File: config.mk
export PLATFORM = sky130hd
export DESIGN_NAME = wb_regfile
export DESIGN_NICKNAME = d
export VERILOG_FILES = /design/src/rtl/wb_regfile.sv
export SDC_FILE = /design/constraint.sdc
export NUM_CORES = 2
export LEC_CHECK = 0
export BUFFER_PORTS_ARGS = -buffer_cell sky130_fd_sc_hd__buf_2
export CAP_MARGIN = 10
export CORE_MARGIN = 8
export CORE_UTILIZATION = 35
export CTS_CLUSTER_SIZE = 16
export DETAILED_ROUTE_END_ITERATION = 12
export GPL_TIMING_DRIVEN = 0
export HOLD_SLACK_MARGIN = 0.02
export PLACE_DENSITY_LB_ADDON = 0.15
export SLEW_MARGIN = 30
export SYNTH_ARGS = -nofsm -noshare
export SYNTH_HDL_FRONTEND = slang
export SYNTH_SLANG_ARGS = --single-unit
File: constraint.sdc
create_clock -name clk -period 2.8 [get_ports clk]
set_clock_uncertainty 0.2 [all_clocks]
set_input_delay 0.56 -clock clk [delete_from_list [all_inputs] [get_ports clk]]
set_output_delay 0.56 -clock clk [all_outputs]
set_load 0.01 [all_outputs]
File: src/rtl/wb_regfile.sv
// Write-back stage of the 5-stage core: selects load or ALU data from MEM/WB, commits it
// to a 32-entry register file, and serves the two ID-stage read ports with same-cycle bypass.
module wb_regfile #(
  parameter int DATA_W = 32,
  parameter int ADDR_W = 5,
  parameter int CNT_W  = 32
) (
  input  logic              clk,
  input  logic              rst_n,
  input  logic [2:0]        contral_out_b3,
  input  logic [ADDR_W-1:0] RdAddr_b3,
  input  logic [DATA_W-1:0] ALU_out_b2,
  input  logic [DATA_W-1:0] mem_read_data_b,
  input  logic [ADDR_W-1:0] RsAddr,
  input  logic [ADDR_W-1:0] RtAddr,
  output logic [DATA_W-1:0] RsData,
  output logic [DATA_W-1:0] RtData,
  output logic              wb_en,
  output logic [DATA_W-1:0] wb_data,
  output logic [CNT_W-1:0]  retire_cnt,
  output logic [CNT_W-1:0]  load_cnt
);

  localparam int NREGS = 2 ** ADDR_W;

  logic [DATA_W-1:0] regs_r [0:NREGS-1];
  logic [CNT_W-1:0]  retire_cnt_r;
  logic [CNT_W-1:0]  load_cnt_r;
  logic              reg_w_s;
  logic              mem_w_s;
  logic              mem_r_s;
  logic              wb_en_s;
  logic [DATA_W-1:0] wb_data_s;
  logic [DATA_W-1:0] rs_data_s;
  logic [DATA_W-1:0] rt_data_s;

  assign reg_w_s = contral_out_b3[2];
  assign mem_w_s = contral_out_b3[1];
  assign mem_r_s = contral_out_b3[0];

  // Write-enable and write-data selection; stores and r0 targets never write back.
  always_comb begin
    wb_en_s   = 1'b0;
    wb_data_s = {DATA_W{1'b0}};
    if (reg_w_s && !mem_w_s && (RdAddr_b3 != {ADDR_W{1'b0}})) begin
      wb_en_s = 1'b1;
    end else begin
      wb_en_s = 1'b0;
    end
    if (mem_r_s) begin
      wb_data_s = mem_read_data_b;
    end else begin
      wb_data_s = ALU_out_b2;
    end
  end

  // Read ports: r0 hard-wired to zero, otherwise bypass the pending write before the array.
  always_comb begin
    rs_data_s = {DATA_W{1'b0}};
    rt_data_s = {DATA_W{1'b0}};
    if (RsAddr == {ADDR_W{1'b0}}) begin
      rs_data_s = {DATA_W{1'b0}};
    end else if (wb_en_s && (RsAddr == RdAddr_b3)) begin
      rs_data_s = wb_data_s;
    end else begin
      rs_data_s = regs_r[RsAddr];
    end
    if (RtAddr == {ADDR_W{1'b0}}) begin
      rt_data_s = {DATA_W{1'b0}};
    end else if (wb_en_s && (RtAddr == RdAddr_b3)) begin
      rt_data_s = wb_data_s;
    end else begin
      rt_data_s = regs_r[RtAddr];
    end
  end

  // Register array commit; entry 0 is cleared on reset and never targeted by wb_en_s.
  always_ff @(posedge clk or negedge rst_n) begin
    if (!rst_n) begin
      for (int i = 0; i < NREGS; i++) begin
        regs_r[i] <= {DATA_W{1'b0}};
      end
    end else if (wb_en_s) begin
      regs_r[RdAddr_b3] <= wb_data_s;
    end
  end

  // Retire and load counters, free-running with natural wrap.
  always_ff @(posedge clk or negedge rst_n) begin
    if (!rst_n) begin
      retire_cnt_r <= {CNT_W{1'b0}};
      load_cnt_r   <= {CNT_W{1'b0}};
    end else if (wb_en_s) begin
      retire_cnt_r <= retire_cnt_r + {{(CNT_W-1){1'b0}}, 1'b1};
      if (mem_r_s) begin
        load_cnt_r <= load_cnt_r + {{(CNT_W-1){1'b0}}, 1'b1};
      end
    end
  end

  assign wb_en      = wb_en_s;
  assign wb_data    = wb_data_s;
  assign RsData     = rs_data_s;
  assign RtData     = rt_data_s;
  assign retire_cnt = retire_cnt_r;
  assign load_cnt   = load_cnt_r;

endmodule

==> results.json <==
{
  "drc": 0,
  "via_per_inst": 6.41,
  "synth.avg_cell_area_sq_um": 11.0,
  "pin_count": 245,
  "p_leak_nw": 31.5,
  "crit_arrival_ns": 3.06,
  "period_share_pct": 136,
  "synth_seq_cells": 1088,
  "setup_viol_count_final": 94,
  "nets": 5925,
  "synthFlopType": "dfrtp_1",
  "start_kind": "input port",
  "cts-root-buf": "clkbuf_16",
  "use_met3_pct": 12.7,
  "antenna_found_initial": 24,
  "synth_xor_area_share_pct": 1.11,
  "synth.most_common_cell": "dfrtp_1",
  "wire_per_inst_microns": 40.8,
  "hold_class": "in -> reg",
  "numCtsBuffers": 132,
  "pre_cts_ws_ns": -2.81,
  "crit_required_ns": 2.04,
  "grt_use_met2_pct": 52.5,
  "dieHeight_microns": 419,
  "drt_pre_antenna_iters": 9,
  "drtAntennaViolNets": 0,
  "synth_cell_type_count": 64,
  "powerDensity_nw_per_um2": 683,
  "synthCells": 5153,
  "post-route-util_pct": 46.0,
  "portBuffers": 236,
  "synthAdderAreaFrac_pct": 0.0441,
  "worst_setup_path_end_kind": "primary output",
  "status": "complete, but fails checks",
  "cts_num_sinks": 1088,
  "ir_drop_v": 0.000693,
  "synth_edf_count": 0,
  "synth_top_area_share_pct": 48.0,
  "start_util_pct": 35.1,
  "gr-usage-met1_pct": 43.8,
  "drive_above_1_share_pct": 31.3,
  "synth.mux.area_fraction_pct": 23.0,
  "synth_top_cell_by_area": "dfrtp_1",
  "violations": "negative setup slack",
  "routed_wl_mm": 331,
  "synthToLayoutAreaGrowth_pct": 31.1,
  "die_area_sq_um": 175000,
  "path_clk_slew_ns": 0.06,
  "crit_fanout": 7,
  "multi_input_area_sq_um": 29900,
  "yosysSeqAreaShare_pct": 48.0,
  "synth_top_family_by_area": "multiplexers",
  "placed_area_sq_um": 62300,
  "yosys_warnings": 0,
  "fin_ws_ns": -1.02,
  "fin_cells": 8122,
  "grt_pass1_vias": 50437,
  "cts_max_path_buffers": 3,
  "grt_max_degree": 112,
  "globalRoute.busiestLayer": "met2",
  "seq_area_sq_um": 27200,
  "num_rows": 148,
  "synth_compound_area_share_pct": 13.3,
  "clkLatencyLatePin_ns": 0.78,
  "finalHoldViolCount": 0,
  "yosys.area_share.simple_pct": 9.74,
  "syn_area_sq_um": 56800,
  "core_sq_um": 162000,
  "place_inst": 7595,
  "slew_headroom_pct": 14.7,
  "grt_setup_unrepaired": "yes",
  "overflow": 0,
  "num-fill-cells": 15171,
  "design_area_sq_um": 74400,
  "tightest_slew_ns": 1.28,
  "finalCriticalPeriod_ns": 3.82,
  "maxSlewViolCount": 0,
  "async_flop_share_pct": 100,
  "max_freq_mhz": 262,
  "path_class": "in -> out",
  "cts_tree": "done",
  "ctsHtreeMaxLevel": 4,
  "place_hpwl_mm": 235,
  "synthTopCellsByCount": "dfrtp_1, a21oi_1, nor2_1",
  "drtIter0Drc": 7518,
  "vias": 52093,
  "die_w_microns": 419,
  "maxCapViolCount": 0,
  "place_congestion": 1.08,
  "synthTopCellsByArea": "dfrtp_1, mux4_2, a21oi_1, o21ai_0, mux2i_1",
  "grtUsageTotal_pct": 36.9,
  "synth_nets": 5239,
  "grt_first_pass_wirelength_mm": 439
}
area by class of cell:
class / instances / area share (%)
clock buffer: 198 / 5.13
inverter: 43 / 0.232
tap: 2175 / 3.66
antenna: 16 / 0.0538
sequential: 1088 / 36.6
clock inverter: 28 / 0.439
multi-input combinational: 3481 / 40.2
buffer: 538 / 6.39
timing repair buffer: 555 / 7.35
report_power, final:
part / switching (W) / internal [W]
combinational: 0.00744 / 0.00582
clock: 0.00750 / 0.00957
sequential: 0.00222 / 0.0183
total: 0.0172 / 0.0337
worst paths after layout:
path / depth (start not counted) / to / startpoint / slack [ns]
worst max-delay path: 12 / RsData[20] / RsAddr[0] / -1.02
worst min-delay path: 3 / regs_r[982]$_DFFE_PN0P_ / ALU_out_b2[22] / 0.04
worst max register to register: 7 / retire_cnt[28]$_DFFE_PN0P_ / retire_cnt[0]$_DFFE_PN0P_ / 0.31
worst min register to register: 1 / load_cnt[31]$_DFFE_PN0P_ / load_cnt[31]$_DFFE_PN0P_ / 0.26
max in group asynchronous: 5 / regs_r[130]$_DFFE_PN0P_ / rst_n / 0.26
min in group asynchronous: 2 / regs_r[569]$_DFFE_PN0P_ / rst_n / 0.16
stage by stage:
| step | total power, W | hold WS, ns | TNS, ns |
|---|---|---|---|
| floorplan | 0.0263 | 0.0644 | -4.55 |
| detailed placement | 0.0314 | 0.251 | -943.60 |
| finish | 0.0508 | 0.0390 | -53.32 |
| global placement | 0.0310 | 0.250 | - |
| CTS | 0.0502 | 0.0312 | -50.32 |
| global route | 0.0522 | 0.0509 | -51.48 |
metal layers:
layer,share of wire [%],wire length (microns)
met3,12,39100
met1,35,115000
met4,12,38500
met5,0.12,398
met2,42,138000
state kept, by name, indices dropped and copies added, names as in the netlist:
register    flops
regs_r       1024
load_cnt       32
retire_cnt     32
placed cells by master, fill, tap and decap left out, drive strengths merged, types with 19 or more instances in the layout:
cell / Yosys / routed
xor2: 29 / 29
o22ai: 37 / 37
a21oi: 610 / 610
a211oi: 66 / 66
and3: 19 / 19
a22oi: 22 / 22
clkbuf: 395 / 587
mux4: 473 / 473
dfrtp: 1088 / 1088
buf: 146 / 690
o21ai: 491 / 491
nand2: 555 / 555
a221oi: 62 / 62
inv: 43 / 50
nand3: 32 / 32
nor2: 596 / 596
mux2i: 234 / 234
xnor2: 43 / 43
nor2b: 39 / 39
nand4: 24 / 24
worst max-delay path, stage by stage:
cell and delay [ns]:
buf_12 0.11, buf_16 0.17, buf_16 0.17, buf_16 0.15, buf_16 0.18, mux2i_1 0.14, a22oi_2 0.19, nand4_1 0.41
nand3_1 0.26, nor2_2 0.07, a221oi_4 0.38, buf_2 0.21
cell families (layout without fill, tap and decap cells):
kind of cell,after synthesis,after routing
AOI/OAI and AO/OA,1354,1354
and+or+nand+nor,1342,1342
DFF,1088,1088
muxes,711,711
buffers and inverters,584,1362
xor gates and xnor gates,72,72
adders and majority gates,2,2
other,0,16
what timing repair did:
item                                   CTS  global route
buffers inserted                       237            36
pin swaps                              141            86
cloned                                   6             1
hold buffers                            12             1
gates resized for setup                897           134
endpoints found under the hold margin  111             1
setup endpoints to repair              409           267
(Power assumes the default switching activity.)
